`src/rtl/btfly_r2_pipe.sv`:
```
// rtl/btfly_r2_pipe.sv - pipelined radix-2 DIT butterfly with rounded, saturating twiddle multiply
module btfly_r2_pipe #(
    parameter int NB_INPUT  = 8,
    parameter int NB_TW     = 8,
    parameter int NB_OUTPUT = 9
) (
    input  logic                        clk,
    input  logic                        i_rst_n,
    input  logic                        i_enable,
    input  logic                        i_valid,
    input  logic signed [NB_INPUT-1:0]  i_data0_r,
    input  logic signed [NB_INPUT-1:0]  i_data0_i,
    input  logic signed [NB_INPUT-1:0]  i_data1_r,
    input  logic signed [NB_INPUT-1:0]  i_data1_i,
    input  logic signed [NB_TW-1:0]     i_tw_r,
    input  logic signed [NB_TW-1:0]     i_tw_i,
    input  logic                        i_tw_bypass,
    input  logic                        i_scale,
    input  logic                        i_ovf_clr,
    output logic                        o_valid,
    output logic signed [NB_OUTPUT-1:0] o_data0_r,
    output logic signed [NB_OUTPUT-1:0] o_data0_i,
    output logic signed [NB_OUTPUT-1:0] o_data1_r,
    output logic signed [NB_OUTPUT-1:0] o_data1_i,
    output logic                        o_ovf
);

    localparam int NB_PROD = NB_INPUT + NB_TW + 1;
    localparam logic signed [NB_PROD-1:0] RND_HALF = NB_PROD'(1) << (NB_TW - 2);
    localparam logic signed [NB_PROD-1:0] SAT_MAX  = (NB_PROD'(1) << (NB_INPUT - 1)) - NB_PROD'(1);
    localparam logic signed [NB_PROD-1:0] SAT_MIN  = ~SAT_MAX;
    localparam logic signed [NB_OUTPUT-1:0] ONE_O  = NB_OUTPUT'(1);

    // S1: captured operands and per-sample mode bits
    logic signed [NB_INPUT-1:0] s1_x0r_q, s1_x0r_d, s1_x0i_q, s1_x0i_d;
    logic signed [NB_INPUT-1:0] s1_x1r_q, s1_x1r_d, s1_x1i_q, s1_x1i_d;
    logic signed [NB_TW-1:0]    s1_twr_q, s1_twr_d, s1_twi_q, s1_twi_d;
    logic                       s1_byp_q, s1_byp_d, s1_scale_q, s1_scale_d;
    logic                       s1_valid_q, s1_valid_d;

    logic signed [NB_INPUT-1:0] s2_x0r_q, s2_x0r_d, s2_x0i_q, s2_x0i_d;
    logic signed [NB_INPUT-1:0] s2_tr_q, s2_tr_d, s2_ti_q, s2_ti_d;
    logic                       s2_scale_q, s2_scale_d, s2_valid_q, s2_valid_d;

    logic signed [NB_OUTPUT-1:0] y0r_q, y0r_d, y0i_q, y0i_d, y1r_q, y1r_d, y1i_q, y1i_d;
    logic                        o_valid_q, o_valid_d;
    logic                        ovf_q, ovf_d;

    logic signed [NB_PROD-1:0]   x1r_e, x1i_e, twr_e, twi_e;
    logic signed [NB_PROD-1:0]   pr_full, pi_full, pr_rnd, pi_rnd;
    logic signed [NB_INPUT-1:0]  tr_w, ti_w;
    logic                        sat_r, sat_i;
    logic signed [NB_OUTPUT-1:0] x0r_e, x0i_e, tr_e, ti_e;

    function automatic logic signed [NB_OUTPUT-1:0] halve(input logic signed [NB_OUTPUT-1:0] v,
                                                          input logic en);
        return en ? ((v + ONE_O) >>> 1) : v;
    endfunction

    always_comb begin
        x1r_e   = NB_PROD'(s1_x1r_q);
        x1i_e   = NB_PROD'(s1_x1i_q);
        twr_e   = NB_PROD'(s1_twr_q);
        twi_e   = NB_PROD'(s1_twi_q);
        pr_full = x1r_e * twr_e - x1i_e * twi_e;
        pi_full = x1r_e * twi_e + x1i_e * twr_e;
        pr_rnd  = (pr_full + RND_HALF) >>> (NB_TW - 1);
        pi_rnd  = (pi_full + RND_HALF) >>> (NB_TW - 1);

        sat_r = 1'b0;
        tr_w  = pr_rnd[NB_INPUT-1:0];
        if (pr_rnd > SAT_MAX) begin
            tr_w  = SAT_MAX[NB_INPUT-1:0];
            sat_r = 1'b1;
        end else if (pr_rnd < SAT_MIN) begin
            tr_w  = SAT_MIN[NB_INPUT-1:0];
            sat_r = 1'b1;
        end

        sat_i = 1'b0;
        ti_w  = pi_rnd[NB_INPUT-1:0];
        if (pi_rnd > SAT_MAX) begin
            ti_w  = SAT_MAX[NB_INPUT-1:0];
            sat_i = 1'b1;
        end else if (pi_rnd < SAT_MIN) begin
            ti_w  = SAT_MIN[NB_INPUT-1:0];
            sat_i = 1'b1;
        end

        // Bypass passes x1 through untouched, so it can never flag saturation
        if (s1_byp_q) begin
            tr_w  = s1_x1r_q;
            ti_w  = s1_x1i_q;
            sat_r = 1'b0;
            sat_i = 1'b0;
        end
    end

    always_comb begin
        x0r_e = NB_OUTPUT'(s2_x0r_q);
        x0i_e = NB_OUTPUT'(s2_x0i_q);
        tr_e  = NB_OUTPUT'(s2_tr_q);
        ti_e  = NB_OUTPUT'(s2_ti_q);

        s1_x0r_d   = s1_x0r_q;
        s1_x0i_d   = s1_x0i_q;
        s1_x1r_d   = s1_x1r_q;
        s1_x1i_d   = s1_x1i_q;
        s1_twr_d   = s1_twr_q;
        s1_twi_d   = s1_twi_q;
        s1_byp_d   = s1_byp_q;
        s1_scale_d = s1_scale_q;
        s1_valid_d = s1_valid_q;
        s2_x0r_d   = s2_x0r_q;
        s2_x0i_d   = s2_x0i_q;
        s2_tr_d    = s2_tr_q;
        s2_ti_d    = s2_ti_q;
        s2_scale_d = s2_scale_q;
        s2_valid_d = s2_valid_q;
        y0r_d      = y0r_q;
        y0i_d      = y0i_q;
        y1r_d      = y1r_q;
        y1i_d      = y1i_q;
        o_valid_d  = o_valid_q;

        if (i_enable) begin
            s1_x0r_d   = i_data0_r;
            s1_x0i_d   = i_data0_i;
            s1_x1r_d   = i_data1_r;
            s1_x1i_d   = i_data1_i;
            s1_twr_d   = i_tw_r;
            s1_twi_d   = i_tw_i;
            s1_byp_d   = i_tw_bypass;
            s1_scale_d = i_scale;
            s1_valid_d = i_valid;

            s2_x0r_d   = s1_x0r_q;
            s2_x0i_d   = s1_x0i_q;
            s2_tr_d    = tr_w;
            s2_ti_d    = ti_w;
            s2_scale_d = s1_scale_q;
            s2_valid_d = s1_valid_q;

            o_valid_d  = s2_valid_q;
            // Output data only tracks valid samples so it holds the last good result
            if (s2_valid_q) begin
                y0r_d = halve(x0r_e + tr_e, s2_scale_q);
                y0i_d = halve(x0i_e + ti_e, s2_scale_q);
                y1r_d = halve(x0r_e - tr_e, s2_scale_q);
                y1i_d = halve(x0i_e - ti_e, s2_scale_q);
            end
        end

        ovf_d = ovf_q;
        if (i_ovf_clr) begin
            ovf_d = 1'b0;
        end
        if (i_enable && s1_valid_q && (sat_r || sat_i)) begin
            ovf_d = 1'b1;
        end
    end

    always_ff @(posedge clk or negedge i_rst_n) begin
        if (!i_rst_n) begin
            s1_x0r_q   <= '0;
            s1_x0i_q   <= '0;
            s1_x1r_q   <= '0;
            s1_x1i_q   <= '0;
            s1_twr_q   <= '0;
            s1_twi_q   <= '0;
            s1_byp_q   <= 1'b0;
            s1_scale_q <= 1'b0;
            s1_valid_q <= 1'b0;
            s2_x0r_q   <= '0;
            s2_x0i_q   <= '0;
            s2_tr_q    <= '0;
            s2_ti_q    <= '0;
            s2_scale_q <= 1'b0;
            s2_valid_q <= 1'b0;
            y0r_q      <= '0;
            y0i_q      <= '0;
            y1r_q      <= '0;
            y1i_q      <= '0;
            o_valid_q  <= 1'b0;
            ovf_q      <= 1'b0;
        end else begin
            s1_x0r_q   <= s1_x0r_d;
            s1_x0i_q   <= s1_x0i_d;
            s1_x1r_q   <= s1_x1r_d;
            s1_x1i_q   <= s1_x1i_d;
            s1_twr_q   <= s1_twr_d;
            s1_twi_q   <= s1_twi_d;
            s1_byp_q   <= s1_byp_d;
            s1_scale_q <= s1_scale_d;
            s1_valid_q <= s1_valid_d;
            s2_x0r_q   <= s2_x0r_d;
            s2_x0i_q   <= s2_x0i_d;
            s2_tr_q    <= s2_tr_d;
            s2_ti_q    <= s2_ti_d;
            s2_scale_q <= s2_scale_d;
            s2_valid_q <= s2_valid_d;
            y0r_q      <= y0r_d;
            y0i_q      <= y0i_d;
            y1r_q      <= y1r_d;
            y1i_q      <= y1i_d;
            o_valid_q  <= o_valid_d;
            ovf_q      <= ovf_d;
        end
    end

    assign o_valid   = o_valid_q;
    assign o_data0_r = y0r_q;
    assign o_data0_i = y0i_q;
    assign o_data1_r = y1r_q;
    assign o_data1_i = y1i_q;
    assign o_ovf     = ovf_q;

endmodule

```
`config.mk`:
```
export PLATFORM = sky130hd
export DESIGN_NAME = btfly_r2_pipe
export DESIGN_NICKNAME = d
export VERILOG_FILES = /design/src/rtl/btfly_r2_pipe.sv
export SDC_FILE = /design/constraint.sdc
export NUM_CORES = 1
export LEC_CHECK = 0
export ABC_AREA = 1
export CORE_ASPECT_RATIO = 1.4
export CORE_MARGIN = 1.5
export CORE_UTILIZATION = 60
export DETAILED_ROUTE_END_ITERATION = 6
export HOLD_SLACK_MARGIN = 0.08
export PLACE_DENSITY = 0.8
export SLEW_MARGIN = 20
export SYNTH_ARGS = -nofsm -noshare
export SYNTH_HDL_FRONTEND = slang
export SYNTH_SLANG_ARGS = --single-unit
```
`constraint.sdc`:
```
create_clock -name clk -period 8.1 [get_ports clk]
set_clock_uncertainty 0.15 [all_clocks]
set_input_delay 2.43 -clock clk [delete_from_list [all_inputs] [get_ports clk]]
set_output_delay 2.43 -clock clk [all_outputs]
set_load 0.01 [all_outputs]
```
==> impl_metrics.ini, run 1 <==
[yosys]
synth-main-ff-cell = dfrtp_1
synth_seq_cells = 123
ys_warn_count = 0
synth_edf_count = 0
synthCells = 2444
ys_types = 40
ys_seq_area_frac = 0.167
async_flop_share = 1.00
syn_area_per_cell_um2 = 7.55
netlist_area_um2 = 18400
synth_nets = 2920

[cts]
ctsHoldBuffers = 0
cts_tree = done
clk_latency_ns = 0.45
cts_num_sinks = 123
clock_path_buffers = 2
clk_transition_reported_paths_ns = 0.07
ctsResizeCount = 0
post_cts.repair.setup_buffers = 0
cts.htree.levels = 4
cts-root-buf = clkbuf_16
numCtsBuffers = 17

[route]
drt_iter0_drc = 869
via_per_inst = 5.36
vias = 15300
antenna_left = 0
avgRoutedWirePerCell_um = 16.0
met3_length_um = 2890
drt_first_pass_iters = 5
met1_length_um = 17000
route.detailed.drc = 0
wl_um = 45600
met2_length_um = 23400
highest_layer = met4

[sta]
period_needed_ns = 6.60
slew_violations = 0
fin_setup_tns_ns = 0
fmax_ghz = 0.152
fin_crit_sh = 0.814
worstMarginPinSlew_ns = 1.03
finalHoldViolations = 0
slew_headroom = 0.314
setup_violations = 0
rsz0062_at_grt = no

[critical_path]
required_ns = 8.28
reg2reg_depth = 21
worst-path-max-fanout = 18
worstSetupPathType = register to register
crit_arrival_ns = 6.78
critPathTopFamily = adder cells
crit_path_top_delay_cell = dfrtp_1
rrSetupSlack_ns = 1.50
cp_slowest_stage_delay_ns = 0.83
r2r_start = s1_x1i_q[7]$_DFFE_PN0P_
cpMostUsedCell = fa_1
path_buf_inv = 3
cp-end-kind = register
start_kind = register
r2r-end = s2_ti_q[1]$_DFFE_PN0P_
path_cells = nand2_1 > inv_1 > fa_1 > fa_1 > fa_1 > fa_1 > fa_1 > inv_1 > fa_1 > inv_1 > ha_1 > a21oi_1 > o21ai_0 > a21oi_1 > nand3_1 > nand2_1 > nand3_2 > a21oi_4 > nand2_1 > nand2_1 > nand2_1

[placement]
portBuffers = 92
place_area_um2 = 19500
dp_hpwl_um = 35700
place.gp.congestion = 0.932

[final_layout]
diodes = 0
fin_nets = 2937
stdcell_area_um2 = 20100
multi_input_area_um2 = 12600
drive_above_1_share = 0.0263
area_growth_syn_to_layout_pct = 8.85
layout_common_cells = nand2_1 (722), inv_1 (618), fa_1 (282)
fill_cells = 2530
regArea_um2 = 3080
final_common_cell = nand2_1

[global_route]
grt_max_degree = 76
gr-usage-all-layers = 0.307
grt_pass1_wl_um = 76000
grt_pass1_vias = 16200
overflow = 0
antenna_found_initial = 0

[floorplan]
start_util = 0.612
die_area_um2 = 31800
ios = 93
die_w_um = 151
fp.dieH_um = 210
rows = 75
coreArea_um2 = 30100

[outcome]
status = finished, final reports clean

[job]
cap_violations = 0

[worst_hold_path]
hold_path_depth = 2
hp-start = s1_x0i_q[2]$_DFFE_PN0P_
min_to = s1_x0i_q[2]$_DFFE_PN0P_
hold_path.class = register to register
==> layout make-up <==
cell class / count / share of cell area
well taps: 385 / 0.0240
multi-input cells: 1598 / 0.629
repair buffers: 98 / 0.0477
clock inverters: 15 / 0.00822
inverters: 623 / 0.116
flip-flops and latches: 123 / 0.153
clock buffers: 17 / 0.0212
==> through the flow <==
step           utilization  hold slack (ns)  setup slack [ns]  std cells
4_1_cts              0.667            0.324              1.56       2859
2_1_floorplan            -            0.292              2.31       2444
5_1_grt              0.667            0.337              1.03       2859
3_5_place_dp         0.647            0.309              1.59       2827
3_3_place_gp         0.647            0.305              1.75       2827
6_report             0.667            0.322              1.50       2859
==> cells in the mapped netlist, types with 2 or more instances <==
| library cell | count | share of area |
|---|---|---|
| buf_2 | 9 | 0.0024 |
| a21oi_2 | 3 | 0.0014 |
| nand3_1 | 62 | 0.017 |
| a21oi_4 | 2 | 0.0018 |
| nor3_1 | 12 | 0.0033 |
| o21ai_1 | 7 | 0.0019 |
| nand2_1 | 722 | 0.15 |
| buf_1 | 4 | 0.00081 |
| clkbuf_1 | 84 | 0.017 |
| dfrtp_1 | 123 | 0.17 |
| xor2_1 | 28 | 0.013 |
| nand4_1 | 21 | 0.0071 |
| nand3_2 | 3 | 0.0016 |
| xor2_2 | 2 | 0.0018 |
| a31oi_1 | 6 | 0.0020 |
| inv_2 | 2 | 0.00041 |
| o21ai_0 | 75 | 0.020 |
| fa_1 | 282 | 0.31 |
| or2_2 | 2 | 0.00068 |
| inv_1 | 618 | 0.13 |
| nand3b_1 | 5 | 0.0020 |
| o211ai_1 | 7 | 0.0028 |
| xnor2_1 | 15 | 0.0071 |
| buf_4 | 3 | 0.0012 |
| o21a_1 | 7 | 0.0028 |
| nand2_2 | 6 | 0.0020 |
| a21oi_1 | 93 | 0.025 |
| o2111ai_1 | 2 | 0.00095 |
| nor2_1 | 86 | 0.017 |
| ha_1 | 139 | 0.094 |
| clkinv_1 | 3 | 0.00061 |
| nor4_1 | 3 | 0.0010 |
==> logic make-up after synthesis <==
group	Yosys count	synth area share
AND/OR/NAND/NOR	927	0.201
buffers and inverters	723	0.148
adder cells (fa/ha/maj)	421	0.400
AO/OA/AOI/OAI	205	0.0610
flip-flops	123	0.167
XOR/XNOR	45	0.0222
==> worst reg2reg max path: cells and delay by family, from the launching register on <==
family | cells | cell delay, ns
adders and majority gates | 7 | 3.36
buffers and inverters | 3 | 0.48
DFF | 1 | 0.83
and+or+nand+nor | 7 | 0.73
AOI/OAI and AO/OA | 4 | 0.92
==> worst max-delay path by stage <==
stage                       startpoint                      to  slack (ns)  cells after the start
3_5_place_dp   s1_x1i_q[7]$_DFFE_PN0P_       o_ovf$_DFFE_PN0P_        1.59                     21
5_1_grt        s1_x1i_q[7]$_DFFE_PN0P_  s2_ti_q[2]$_DFFE_PN0P_        1.03                     23
4_1_cts        s1_x1i_q[7]$_DFFE_PN0P_       o_ovf$_DFFE_PN0P_        1.56                     21
6_report       s1_x1i_q[7]$_DFFE_PN0P_  s2_ti_q[1]$_DFFE_PN0P_        1.50                     21
2_1_floorplan  s1_x1r_q[7]$_DFFE_PN0P_  s2_ti_q[0]$_DFFE_PN0P_        2.31                     27
3_3_place_gp   s1_x1i_q[7]$_DFFE_PN0P_       o_ovf$_DFFE_PN0P_        1.75                     21
==> registers in the layout, indices dropped and copies added (netlist names), 9 cells and up <==
register   flops
o_data0_i      9
o_data1_i      9
o_data0_r      9
o_data1_r      9
==> per-layer routing <==
metal / vias to the layer above / global-route usage
li1: 7178 / -
met1: 7359 / 0.352
met2: 610 / 0.547
met3: 180 / 0.0485
met4: 0 / 0.153
met5: - / 0
Power of run 1 is not shown: default switching activity piles up to over one toggle a cycle in this logic, so the estimate is an artifact.
==> run 2: changes to the inputs <==
- CORE_UTILIZATION: 60 -> 57
- PLACE_DENSITY: 0.8 -> 0.79
- clock period: 8.1 -> 5.4 ns (I/O delays scaled with it)
==> run 2 against run 1 <==
Effect of this change:
- sequential share of layout area is 1.3 points lower
- the run now ends with setup timing left
- hold slack improved by 0.0040 ns
- setup slack lost 1.9 ns
- utilization increased by 3.0 points
- highest routed layer unchanged
==> impl_metrics.ini, run 2 (synthesized netlist as in run 1, its figures left out) <==
[outcome]
status = finished with violations
violations = setup timing

[cts]
clk_latency_ns = 0.44
cts_tree = done
clk_transition_reported_paths_ns = 0.07
cts_num_sinks = 123
clock_path_buffers = 2
numCtsBuffers = 17
cts.htree.levels = 4
ctsHoldBuffers = 0
cts-root-buf = clkbuf_16

[route]
via_per_inst = 5.24
antenna_left = 0
vias = 15900
avgRoutedWirePerCell_um = 16.0
drt_first_pass_iters = 5
drt_iter0_drc = 1062
route.detailed.drc = 0
wl_um = 48400

[sta]
rsz0062_at_grt = yes
finalHoldViolations = 0
setup_violations = 17
slew_headroom = 0.311
period_needed_ns = 5.83
worstMarginPinSlew_ns = 1.03
fmax_ghz = 0.172
fin_ws_ns = -0.428
fin_crit_sh = 1.08
slew_violations = 0

[job]
cap_violations = 0

[placement]
dp_hpwl_um = 39300
portBuffers = 92
place.gp.congestion = 0.947
dp.cells = 2983

[critical_path]
r2r-end = s2_ti_q[2]$_DFFE_PN0P_
path_cells = buf_6 > buf_6 > nand2_2 > inv_2 > fa_1 > fa_1 > inv_2 > fa_1 > inv_1 > fa_1 > inv_1 > fa_1 > inv_2 > fa_1 > ha_4 > nand2_4 > nor4_4 > a21oi_2 > nand3_2 > nand2_2 > a21oi_4 > nand2_1 > nand2_1 > nand2_1
r2r_start = s1_x1r_q[7]$_DFFE_PN0P_
cp-end-kind = register
worst-path-max-fanout = 7
cp_slowest_stage_delay_ns = 0.54
reg2reg_depth = 24
critPathTopFamily = adder cells
crit_arrival_ns = 6.00
worstSetupPathType = register to register
start_kind = register
rrSetupSlack_ns = -0.43
path_buf_inv = 7
crit_path_top_delay_cell = fa_1
required_ns = 5.58
cpMostUsedCell = fa_1

[floorplan]
fp.dieH_um = 216
rows = 77
die_area_um2 = 33500
start_util = 0.582
ios = 93
die_w_um = 155
coreArea_um2 = 31700

[final_layout]
final_common_cell = nand2_1
diodes = 0
regArea_um2 = 3090
layout_common_cells = nand2_1 (693), inv_1 (596), fa_1 (275)
final_cells = 3032
area_growth_syn_to_layout_pct = 19.7
fill_cells = 2529
fin_nets = 3100
drive_above_1_share = 0.131
multi_input_area_um2 = 13200

[global_route]
overflow = 0
gr-usage-all-layers = 0.303
grt_max_degree = 91
antenna_found_initial = 0
grt_pass1_vias = 16500
grt_pass1_wl_um = 79500

[worst_hold_path]
hp-start = s1_x0r_q[0]$_DFFE_PN0P_
hold_path_depth = 2
hold_path.class = register to register
min_to = s1_x0r_q[0]$_DFFE_PN0P_
-- run 2: layout make-up --
class                           count  area share
Timing Repair inverter              1    0.000340
Clock inverter                     15     0.00697
Timing Repair Buffer              260       0.108
Inverter                          623       0.107
Sequential cell                   123       0.140
Multi-Input combinational cell   1598       0.597
Tap cell                          395      0.0224
Clock buffer                       17      0.0193
-- run 2: how the worst max path moves through the flow --
stage	depth (start not counted)	end	from	slack, ns
finish	24	s2_ti_q[2]$_DFFE_PN0P_	s1_x1r_q[7]$_DFFE_PN0P_	-0.43
global route	27	s2_ti_q[1]$_DFFE_PN0P_	s1_x1i_q[7]$_DFFE_PN0P_	-0.70
detailed placement	22	o_ovf$_DFFE_PN0P_	s1_x1r_q[7]$_DFFE_PN0P_	-0.63
floorplan	26	s2_ti_q[0]$_DFFE_PN0P_	s1_x1r_q[7]$_DFFE_PN0P_	-0.07
CTS	28	o_ovf$_DFFE_PN0P_	s1_x1i_q[7]$_DFFE_PN0P_	-0.41
global placement	22	o_ovf$_DFFE_PN0P_	s1_x1r_q[7]$_DFFE_PN0P_	-0.61
-- run 2: routing by layer --
metal	vias to the layer above	GRT usage	wire, µm
met5	-	0	0
met4	0	0.152	2600
met3	154	0.0355	2830
met2	602	0.549	25100
met1	7620	0.353	17900
li1	7501	-	-
-- run 2: stage by stage --
stage / hold slack (ns) / TNS [ns] / worst slack [ns] / area, µm² / util
floorplan: 0.292 / -0.596 / -0.0697 / 18900 / -
global placement: 0.305 / -7.88 / -0.613 / 21000 / 0.664
detailed placement: 0.310 / -8.89 / -0.635 / 21000 / 0.664
CTS: 0.325 / -6.31 / -0.405 / 21800 / 0.688
global route: 0.344 / -11.19 / -0.702 / 22100 / 0.697
finish: 0.326 / -6.81 / -0.428 / 22100 / 0.697
-- run 2: tightest hold or removal path, delay by kind of cell, from the launching register on --
kind | cells | cell delay, ns
and+or+nand+nor | 2 | 0.10
DFF | 1 | 0.34
-- run 2: timing repair --
item,in CTS,in global routing
cloned,0,1
pin swaps,27,47
endpoints found under the setup margin,17,17
gates resized for setup,49,56
buffers inserted,6,10
Power of run 2 is left out for the same reason.
